--- src/rtl/load_store_unit_if.sv ---
// load_store_unit_if: request/response, data memory and statistics signals of the load/store unit
interface load_store_unit_if #(
   parameter int ADDR_W = 32,
   parameter int DATA_W = 32,
   parameter int TAG_W  = 6,
   parameter int CNT_W  = 16
);
   logic              req_valid;
   logic              req_ready;
   logic              req_write;
   logic [ADDR_W-1:0] req_addr;
   logic [DATA_W-1:0] req_wdata;
   logic [TAG_W-1:0]  req_rd;
   logic              resp_valid;
   logic              resp_ready;
   logic [DATA_W-1:0] resp_rdata;
   logic [TAG_W-1:0]  resp_rd;
   logic              resp_err;
   logic              mem_read;
   logic              mem_wrt;
   logic [ADDR_W-1:0] mem_address;
   logic [DATA_W-1:0] mem_data_in;
   logic [DATA_W-1:0] mem_data_out;
   logic [CNT_W-1:0]  ld_cnt;
   logic [CNT_W-1:0]  st_cnt;
   logic [CNT_W-1:0]  err_cnt;

   modport master (
      output req_valid, req_write, req_addr, req_wdata, req_rd, resp_ready, mem_data_out,
      input  req_ready, resp_valid, resp_rdata, resp_rd, resp_err,
      input  mem_read, mem_wrt, mem_address, mem_data_in, ld_cnt, st_cnt, err_cnt
   );

   modport slave (
      input  req_valid, req_write, req_addr, req_wdata, req_rd, resp_ready, mem_data_out,
      output req_ready, resp_valid, resp_rdata, resp_rd, resp_err,
      output mem_read, mem_wrt, mem_address, mem_data_in, ld_cnt, st_cnt, err_cnt
   );
endinterface

--- src/rtl/load_store_unit.sv ---
// load_store_unit: single-outstanding load/store initiator for the data memory with debug counters
module load_store_unit #(
   parameter int ADDR_W    = 32,
   parameter int DATA_W    = 32,
   parameter int MEM_DEPTH = 64,
   parameter int TAG_W     = 6,
   parameter int CNT_W     = 16
) (
   input logic               clk,
   input logic               rst_n,
   load_store_unit_if.slave  bus
);
   typedef enum logic [1:0] {IDLE, ACCESS, RESP} state_t;

   state_t            state_q, state_d;
   logic              write_q, write_d;
   logic [TAG_W-1:0]  rd_q, rd_d;
   logic [ADDR_W-1:0] addr_q, addr_d;
   logic [DATA_W-1:0] wdata_q, wdata_d;
   logic [DATA_W-1:0] rdata_q, rdata_d;
   logic              err_q, err_d;
   logic [CNT_W-1:0]  ld_q, ld_d, st_q, st_d, ec_q, ec_d;

   function automatic logic [CNT_W-1:0] sat_inc(input logic [CNT_W-1:0] c);
      return &c ? c : c + 1'b1;
   endfunction

   // state and datapath registers; async reset clears everything including the strobes' source
   always_ff @(posedge clk or negedge rst_n) begin
      if (!rst_n) begin
         state_q <= IDLE;
         write_q <= 1'b0;
         rd_q    <= '0;
         addr_q  <= '0;
         wdata_q <= '0;
         rdata_q <= '0;
         err_q   <= 1'b0;
         ld_q    <= '0;
         st_q    <= '0;
         ec_q    <= '0;
      end else begin
         state_q <= state_d;
         write_q <= write_d;
         rd_q    <= rd_d;
         addr_q  <= addr_d;
         wdata_q <= wdata_d;
         rdata_q <= rdata_d;
         err_q   <= err_d;
         ld_q    <= ld_d;
         st_q    <= st_d;
         ec_q    <= ec_d;
      end
   end

   // next state: out-of-range requests skip ACCESS, so memory strobes never fire for them
   always_comb begin
      state_d = state_q;
      write_d = write_q;
      rd_d    = rd_q;
      addr_d  = addr_q;
      wdata_d = wdata_q;
      rdata_d = rdata_q;
      err_d   = err_q;
      ld_d    = ld_q;
      st_d    = st_q;
      ec_d    = ec_q;
      case (state_q)
         IDLE: if (bus.req_valid) begin
            write_d = bus.req_write;
            rd_d    = bus.req_rd;
            if (bus.req_addr >= ADDR_W'(MEM_DEPTH)) begin
               state_d = RESP;
               err_d   = 1'b1;
               rdata_d = '0;
               ec_d    = sat_inc(ec_q);
            end else begin
               state_d = ACCESS;
               addr_d  = bus.req_addr;
               wdata_d = bus.req_wdata;
            end
         end
         ACCESS: begin
            state_d = RESP;
            err_d   = 1'b0;
            rdata_d = write_q ? '0 : bus.mem_data_out;
            ld_d    = write_q ? ld_q : sat_inc(ld_q);
            st_d    = write_q ? sat_inc(st_q) : st_q;
         end
         default: state_d = bus.resp_ready ? IDLE : RESP;
      endcase
   end

   assign bus.req_ready   = state_q == IDLE;
   assign bus.resp_valid  = state_q == RESP;
   assign bus.resp_rdata  = rdata_q;
   assign bus.resp_rd     = rd_q;
   assign bus.resp_err    = err_q;
   assign bus.mem_read    = state_q == ACCESS && !write_q;
   assign bus.mem_wrt     = state_q == ACCESS && write_q;
   assign bus.mem_address = addr_q;
   assign bus.mem_data_in = wdata_q;
   assign bus.ld_cnt      = ld_q;
   assign bus.st_cnt      = st_q;
   assign bus.err_cnt     = ec_q;
endmodule
--- src/flat_wrapper.sv ---
// flat-port wrapper written by rule: the top's interface ports become plain ports
module load_store_unit_flat 
#(
   parameter int ADDR_W    = 32,
   parameter int DATA_W    = 32,
   parameter int MEM_DEPTH = 64,
   parameter int TAG_W     = 6,
   parameter int CNT_W     = 16
)
  (clk, rst_n, bus_req_valid, bus_req_write, bus_req_addr, bus_req_wdata, bus_req_rd, bus_resp_ready, bus_mem_data_out, bus_req_ready, bus_resp_valid, bus_resp_rdata, bus_resp_rd, bus_resp_err, bus_mem_read, bus_mem_wrt, bus_mem_address, bus_mem_data_in, bus_ld_cnt, bus_st_cnt, bus_err_cnt);
  load_store_unit_if #(.ADDR_W(ADDR_W), .DATA_W(DATA_W), .TAG_W(TAG_W), .CNT_W(CNT_W)) bus_i ();
  input logic clk;
  input logic rst_n;
  input wire logic [$bits(bus_i.req_valid)-1:0] bus_req_valid;
  input wire logic [$bits(bus_i.req_write)-1:0] bus_req_write;
  input wire logic [$bits(bus_i.req_addr)-1:0] bus_req_addr;
  input wire logic [$bits(bus_i.req_wdata)-1:0] bus_req_wdata;
  input wire logic [$bits(bus_i.req_rd)-1:0] bus_req_rd;
  input wire logic [$bits(bus_i.resp_ready)-1:0] bus_resp_ready;
  input wire logic [$bits(bus_i.mem_data_out)-1:0] bus_mem_data_out;
  output wire logic [$bits(bus_i.req_ready)-1:0] bus_req_ready;
  output wire logic [$bits(bus_i.resp_valid)-1:0] bus_resp_valid;
  output wire logic [$bits(bus_i.resp_rdata)-1:0] bus_resp_rdata;
  output wire logic [$bits(bus_i.resp_rd)-1:0] bus_resp_rd;
  output wire logic [$bits(bus_i.resp_err)-1:0] bus_resp_err;
  output wire logic [$bits(bus_i.mem_read)-1:0] bus_mem_read;
  output wire logic [$bits(bus_i.mem_wrt)-1:0] bus_mem_wrt;
  output wire logic [$bits(bus_i.mem_address)-1:0] bus_mem_address;
  output wire logic [$bits(bus_i.mem_data_in)-1:0] bus_mem_data_in;
  output wire logic [$bits(bus_i.ld_cnt)-1:0] bus_ld_cnt;
  output wire logic [$bits(bus_i.st_cnt)-1:0] bus_st_cnt;
  output wire logic [$bits(bus_i.err_cnt)-1:0] bus_err_cnt;
  assign bus_i.req_valid = bus_req_valid;
  assign bus_i.req_write = bus_req_write;
  assign bus_i.req_addr = bus_req_addr;
  assign bus_i.req_wdata = bus_req_wdata;
  assign bus_i.req_rd = bus_req_rd;
  assign bus_i.resp_ready = bus_resp_ready;
  assign bus_i.mem_data_out = bus_mem_data_out;
  assign bus_req_ready = bus_i.req_ready;
  assign bus_resp_valid = bus_i.resp_valid;
  assign bus_resp_rdata = bus_i.resp_rdata;
  assign bus_resp_rd = bus_i.resp_rd;
  assign bus_resp_err = bus_i.resp_err;
  assign bus_mem_read = bus_i.mem_read;
  assign bus_mem_wrt = bus_i.mem_wrt;
  assign bus_mem_address = bus_i.mem_address;
  assign bus_mem_data_in = bus_i.mem_data_in;
  assign bus_ld_cnt = bus_i.ld_cnt;
  assign bus_st_cnt = bus_i.st_cnt;
  assign bus_err_cnt = bus_i.err_cnt;
  load_store_unit #(.ADDR_W(ADDR_W), .DATA_W(DATA_W), .MEM_DEPTH(MEM_DEPTH), .TAG_W(TAG_W), .CNT_W(CNT_W)) u_core (.clk(clk), .rst_n(rst_n), .bus(bus_i));
endmodule
--- config.mk ---
export PLATFORM = sky130hd
export DESIGN_NAME = load_store_unit_flat
export DESIGN_NICKNAME = d
export VERILOG_FILES = /design/src/rtl/load_store_unit_if.sv /design/src/rtl/load_store_unit.sv /design/src/flat_wrapper.sv
export SDC_FILE = /design/constraint.sdc
export NUM_CORES = 1
export LEC_CHECK = 0
export CAP_MARGIN = 25
export CORE_MARGIN = 2
export CORE_UTILIZATION = 32
export CTS_BUF_LIST = sky130_fd_sc_hd__clkbuf_8
export CTS_CLUSTER_SIZE = 8
export DETAILED_ROUTE_END_ITERATION = 16
export PLACE_DENSITY = 0.63
export REMOVE_ABC_BUFFERS = 1
export SLEW_MARGIN = 10
export SYNTH_ARGS = -nofsm -noshare
export SYNTH_HDL_FRONTEND = slang
export SYNTH_SLANG_ARGS = --single-unit
--- constraint.sdc ---
create_clock -name clk -period 2 [get_ports clk]
set_input_delay 0.4 -clock clk [delete_from_list [all_inputs] [get_ports clk]]
set_output_delay 0.4 -clock clk [all_outputs]
set_load 0.05 [all_outputs]
==> impl_metrics.py, run 1 <==
metrics = {
    "outcome": {
        "status": "finished, violations left",
        "violations": "negative setup slack",
    },
    "worst_setup_path": {
        "cp_cell_sequence": "clkdlybuf4s50_1 > nor4_1 > nand3_1 > a211o_1 > nor2_4 > buf_6 > clkbuf_16 > mux2_4",
        "worstPathRequired_ps": 2320,
        "slowest_stage": "clkdlybuf4s50_1",
        "cp_max_fo": 5,
        "end_kind": "flop",
        "cp.arrival_ps": 2330,
        "crit_type": "in2reg",
        "crit_path_start_kind": "input pin",
        "cpPeakStageDelay_ps": 450,
    },
    "floorplan": {
        "start_util_pct": 32.7,
        "placement_rows": 51,
        "fp.coreArea_um2": 19500,
        "die_area_um2": 21100,
        "die_width_um": 145,
        "die_height_um": 145,
        "ios": 262,
    },
    "timing": {
        "finalClockSkew_ps": 16.0,
        "hold_ws_ps": 450,
        "rsz0062_at_grt": "true",
        "worst_pin_slew_ps": 549,
        "period_needed_ps": 2010,
        "hold_viol_final": 0,
        "setup_slack_ps": -6.82,
        "finalSetupViolations": 4,
        "finalMaxSlewViolations": 0,
        "fmax_mhz": 498,
        "fin_crit_sh_pct": 100,
        "slew-limit-headroom_pct": 63.5,
    },
    "synthesis": {
        "avgSynthCellArea_um2": 13.2,
        "yosysWarnings": 0,
        "synth_flop_cell": "dfrtp_1",
        "yosysTopAreaCellShare_pct": 60.3,
        "async_flop_share_pct": 100,
        "ys_seq_elements": 154,
        "synth_edf_count": 0,
        "yosys-top-cells-area": "dfrtp_1 60%, mux2_1 5.8%, a22o_1 4.5%",
        "syn_area_um2": 6390,
        "synth_cells": 485,
        "yosysMostFrequentCell": "dfrtp_1",
        "ys_top_cells_by_count": "154 x dfrtp_1, 33 x a22o_1, 33 x mux2_1, 32 x a21o_1, 27 x nor2b_1",
        "yosysSeqAreaShare_pct": 60.3,
        "synth.distinct_cells": 44,
        "synth_top_area_cell": "dfrtp_1",
    },
    "placed_design": {
        "dp_hpwl_mm": 12.8,
        "place_congestion": 0.828,
        "dpl_worst_slack_ps": -561,
        "io_buffers": 261,
    },
    "pwr": {
        "clkPwrFrac_pct": 33.9,
        "swShare_pct": 29.9,
        "internal_power_mw": 4.74,
        "vdd_ir_drop_max_v": 0.000334,
        "cellPowerDensity_nw_per_um2": 662,
        "p_switching_mw": 2.02,
        "power_frac_comb_pct": 17.2,
        "p_leak_nw": 5.55,
        "seqPwrFrac_pct": 48.8,
    },
    "cts": {
        "insertion_delay_ps": 440,
        "cts_inserted_buffers": 17,
        "cts_sinks": 154,
        "clk_path_buf_depth": 2,
        "clk_pin_slew_ps": 100,
        "htree_levels": 4,
        "root_buffer": "clkbuf_8",
        "cts_tree": "yes",
    },
    "routing": {
        "drt_iter0_drc": 179,
        "wl_per_cell_um": 17.4,
        "vias_per_cell": 4.82,
        "drc": 0,
        "drtPass1Iterations": 4,
        "vias": 5188,
        "ant_nets": 0,
        "wirelength_mm": 18.7,
    },
    "finish": {
        "fin_util_pct": 52.3,
        "multiInputGateArea_um2": 2640,
        "insertedDiodeCount": 0,
        "synthToLayoutAreaGrowth_pct": 59.8,
        "drive_gt1_share_pct": 25.8,
        "final_nets": 909,
        "fillers": 1726,
        "regArea_um2": 3850,
    },
    "worst_hold_path": {
        "hold_path_class": "in2async",
    },
    "global_routing": {
        "first_global_vias": 5516,
        "grt_pass1_wl_mm": 29.2,
        "grt_overflow": 0,
        "grt_max_degree": 47,
        "track_usage_pct": 17.2,
        "antenna_found_initial": 0,
    },
    "job": {
        "maxCapViolations": 0,
    },
}
## kinds of logic (layout without fill, tap and decap cells)
| kind of cell | after synthesis | after routing | share of synthesized area, % |
|---|---|---|---|
| compound gates | 74 | 74 | 9.41 |
| xor+xnor | 41 | 41 | 5.62 |
| fa+ha+maj | 3 | 3 | 0.587 |
| buf+inv | 24 | 350 | 2.19 |
| flops | 154 | 154 | 60.3 |
| mux | 49 | 49 | 8.63 |
| simple gates | 140 | 140 | 13.3 |
## worst max-delay path, delay by kind of cell
kind                   cells  cell delay, ps
buffers and inverters      3             790
AOI/OAI and AO/OA          1             340
and+or+nand+nor            3             510
muxes                      1             300
## flip-flops by register name, indices dropped and copies added (netlist names)
signal                  count
u_core.bus.err_cnt         16
u_core.bus.st_cnt          16
u_core.bus.resp_err         1
u_core.bus.ld_cnt          16
u_core.bus.mem_data_in     32
u_core.bus.mem_address     32
u_core.state_q              2
u_core.bus.resp_rd          6
u_core.bus.resp_rdata      32
u_core.write_q              1
## worst paths after layout
check | depth (start not counted) | start | slack (ps) | to
worst min-delay path | 2 | rst_n | 450 | u_core.bus.resp_rdata[0]
worst max register to register | 7 | u_core.state_q[1] | 30 | u_core.bus.mem_data_in[23]
worst max-delay path | 8 | bus_req_addr[7] | -7 | u_core.bus.mem_data_in[23]
min in group clk | 1 | u_core.bus.mem_data_in[0] | 490 | u_core.bus.mem_data_in[0]
max in group asynchronous | 3 | rst_n | 930 | u_core.bus.err_cnt[8]
worst min register to register | 1 | u_core.bus.mem_data_in[0] | 490 | u_core.bus.mem_data_in[0]
## cells in the final DEF (no fill, tap or decap), types with 4 or more instances in the layout
cell               n
mux2_1            10
inv_6              5
clkbuf_16          4
nand3_1           23
a21o_1            32
nor2_1            14
a22o_1            33
buf_12             8
buf_6              7
clkdlybuf4s50_1   96
xnor2_1           22
dlygate4sd2_1    104
nor2b_1           27
dlymetal6s2s_1     8
buf_4             86
clkbuf_8          18
mux2_4            28
and3_1             6
nand2_1           13
nor4_2             9
dfrtp_1          154
nor4_1             4
xor2_1            19
nor3_2             4
nand4_1           15
mux2_2            11
## per-stage QoR
stage	total power, mW	instance area [um^2]	TNS [ps]	cells
2_1_floorplan	3.91	6270	-101110	465
3_3_place_gp	4.53	9460	-52370	1027
3_5_place_dp	4.54	9460	-51820	1027
4_1_cts	6.85	9830	-1260	1065
5_1_grt	7.08	10200	-944	1076
6_report	6.76	10200	-10.6	1076
## power by group through the flow
stage	clock network (mW)	registers [mW]	logic (mW)
6_report	2.29	3.30	1.17
5_1_grt	2.52	3.32	1.24
4_1_cts	2.39	3.30	1.17
3_5_place_dp	0	3.36	1.18
3_3_place_gp	0	3.36	1.17
2_1_floorplan	0	3.73	0.183
## routing by layer
layer | part of all wire [%] | global-route usage [%] | routed length (um)
met3 | 9.0 | 7.59 | 1690
met1 | 40 | 19.8 | 7440
met4 | 1.3 | 4.95 | 238
met5 | 0 | 0 | 0
met2 | 50 | 29.2 | 9360
## layout make-up
cell class,count,share of cell area [%]
Sequential cell,154,37.7
Timing Repair Buffer,315,29.3
Tap cell,265,3.24
Multi-Input combinational cell,307,25.9
Clock inverter,13,1.31
Clock buffer,18,2.42
Inverter,4,0.147
## timing repair
| item | in CTS | in global routing |
|---|---|---|
| cloned | 1 | 5 |
| buffers inserted | 5 | 7 |
| gates resized for setup | 112 | 59 |
| hold endpoints to repair | 38 | 0 |
| pin swaps | 3 | 10 |
| hold buffers | 1 | 0 |
| setup endpoints to repair | 145 | 88 |
(Power assumes the default switching activity.)
==> run 2: changes to the inputs <==
--- a/config.mk
+++ b/config.mk
@@ -17,3 +17,4 @@
 export SYNTH_ARGS = -nofsm -noshare
 export SYNTH_HDL_FRONTEND = slang
 export SYNTH_SLANG_ARGS = --single-unit
+export TNS_END_PERCENT = 10
==> run 2 against run 1 <==
  * The flow still finishes with violations (negative setup slack)
  * Die area did not move
  * Maximum frequency fell by 2.4%
  * Global-route usage fell by 0.20 points
  * Design area fell by 2.6%
  * Power fell by 0.30%
  * Setup slack got worse by 50 ps
  * Flip-flop and latch count did not move
  * Register-to-register slack got worse by 20 ps
  * Core utilization fell by 1.3 points
  * Via count fell by 1.7%
==> impl_metrics.py, run 2 (synthesized netlist as in run 1, its figures left out) <==
metrics = {
    "worst_setup_path": {
        "cp.arrival_ps": 2390,
        "end_kind": "flop",
        "cp_max_fo": 19,
        "worstPathRequired_ps": 2330,
        "crit_type": "in2reg",
        "crit_path_start_kind": "input pin",
    },
    "timing": {
        "fin_crit_sh_pct": 103,
        "setup_slack_ps": -56.9,
        "hold_viol_final": 0,
        "finalSetupViolations": 19,
        "fmax_mhz": 486,
        "finalMaxSlewViolations": 0,
        "finalClockSkew_ps": 15.6,
        "rsz0062_at_grt": "true",
        "worst_pin_slew_ps": 546,
        "slew-limit-headroom_pct": 63.8,
        "period_needed_ps": 2060,
        "hold_ws_ps": 309,
    },
    "cts": {
        "root_buffer": "clkbuf_8",
        "clk_path_buf_depth": 2,
        "cts_sinks": 154,
        "htree_levels": 4,
        "cts_inserted_buffers": 17,
        "cts_tree": "yes",
        "insertion_delay_ps": 440,
        "clk_pin_slew_ps": 90,
    },
    "floorplan": {
        "ios": 262,
        "die_height_um": 145,
        "fp.coreArea_um2": 19500,
        "start_util_pct": 32.7,
        "placement_rows": 51,
        "die_width_um": 145,
        "die_area_um2": 21100,
    },
    "job": {
        "maxCapViolations": 0,
    },
    "pwr": {
        "finalPower_mw": 6.74,
        "internal_power_mw": 4.73,
        "p_leak_nw": 5.48,
        "vdd_ir_drop_max_v": 0.000335,
        "p_switching_mw": 2.01,
        "power_frac_comb_pct": 17.2,
        "cellPowerDensity_nw_per_um2": 677,
        "clkPwrFrac_pct": 33.9,
        "swShare_pct": 29.8,
        "seqPwrFrac_pct": 48.9,
    },
    "global_routing": {
        "antenna_found_initial": 0,
        "first_global_vias": 5490,
        "grt_overflow": 0,
        "grt_pass1_wl_mm": 28.9,
        "track_usage_pct": 17.0,
        "grt_max_degree": 47,
    },
    "finish": {
        "final_nets": 899,
        "drive_gt1_share_pct": 21.6,
        "layout_commonest_cell": "dfrtp_1",
        "fillers": 1755,
        "synthToLayoutAreaGrowth_pct": 55.7,
        "mostFrequentLayoutCells": "154 x dfrtp_1, 103 x dlygate4sd2_1, 97 x clkdlybuf4s50_1",
        "insertedDiodeCount": 0,
    },
    "worst_hold_path": {
        "hold_path_class": "in2reg",
    },
    "placed_design": {
        "dpl_worst_slack_ps": -561,
        "place_congestion": 0.828,
        "io_buffers": 261,
        "dp_hpwl_mm": 12.8,
    },
    "routing": {
        "vias": 5101,
        "drc": 0,
        "ant_nets": 0,
        "dr_wl_met2_mm": 8.89,
        "wirelength_mm": 18.0,
        "vias_per_cell": 4.79,
        "drtPass1Iterations": 4,
        "wl_met1_mm": 7.17,
        "wl_per_cell_um": 16.9,
        "wl_met3_mm": 1.69,
        "drt_iter0_drc": 184,
        "top_layer_used": "met4",
    },
    "outcome": {
        "status": "finished, violations left",
        "violations": "negative setup slack",
    },
}
==> run 2: cell count changes in the layout (fill, tap and decap cells not counted), moves of 2 or more <==
cell,before,now
buf_4,86,81
mux2_1,10,29
buf_6,7,3
nor4_1,4,6
mux2_4,28,4
mux2_2,11,16
==> run 2: what timing repair did <==
item / in CTS / in global routing
gates resized for setup: 110 / 21
buffers inserted: 3 / 1
pin swaps: 4 / 8
hold buffers: 1 / 0
endpoints found under the setup margin: 145 / 81
endpoints found under the hold margin: 38 / 0
cloned: 0 / 3
==> run 2: worst paths after layout <==
path | start | endpoint | slack [ps] | depth (start not counted)
setup / recovery | bus_req_addr[21] | u_core.bus.mem_address[0] | -60 | 8
hold / removal | bus_req_addr[1] | u_core.bus.mem_address[1] | 310 | 2
setup reg to reg | u_core.state_q[1] | u_core.bus.mem_address[0] | 10 | 7
hold reg to reg | u_core.bus.mem_data_in[13] | u_core.bus.mem_data_in[13] | 490 | 1
max in group asynchronous | rst_n | u_core.bus.err_cnt[6] | 940 | 3
min in group asynchronous | rst_n | u_core.bus.resp_rdata[0] | 450 | 2
==> run 2: metal layers <==
metal  up-vias  GRT usage, %
met2       197          28.6
met4         0          4.95
met3        17          7.59
li1       2353             -
met1      2534          19.7
met5         -             0
==> run 2: power groups by stage <==
stage | registers, mW | clock network, mW | logic [mW]
6_report | 3.30 | 2.29 | 1.16
5_1_grt | 3.32 | 2.53 | 1.23
2_1_floorplan | 3.73 | 0 | 0.183
3_3_place_gp | 3.36 | 0 | 1.17
4_1_cts | 3.30 | 2.39 | 1.17
3_5_place_dp | 3.36 | 0 | 1.18
==> run 2: final cells by class <==
| type | count | area [um^2] | area share [%] |
|---|---|---|---|
| Clock buffer | 18 | 248 | 2.49 |
| Clock inverter | 13 | 134 | 1.34 |
| Inverter | 4 | 15.0 | 0.151 |
| Multi-Input combinational cell | 307 | 2490 | 25.1 |
| Sequential cell | 154 | 3850 | 38.7 |
| Tap cell | 265 | 332 | 3.33 |
| Timing Repair Buffer | 305 | 2880 | 28.9 |
==> run 2: metrics by stage <==
stage	area, um^2	cells	utilization (%)	TNS (ps)
global placement	9460	1027	48.4	-52370
CTS	9770	1062	50.1	-18.7
detailed placement	9460	1027	48.4	-51820
floorplan	6270	465	-	-101110
finish	9960	1066	51.0	-573
global route	9960	1066	51.0	-2380
==> run 2: worst max-delay path: stages <==
cell	delay [ps]
clkdlybuf4s50_1	410
nor4_2	260
nand4_1	150
a211o_1	350
nor2_4	150
buf_12	140
clkbuf_16	190
mux2_2	340
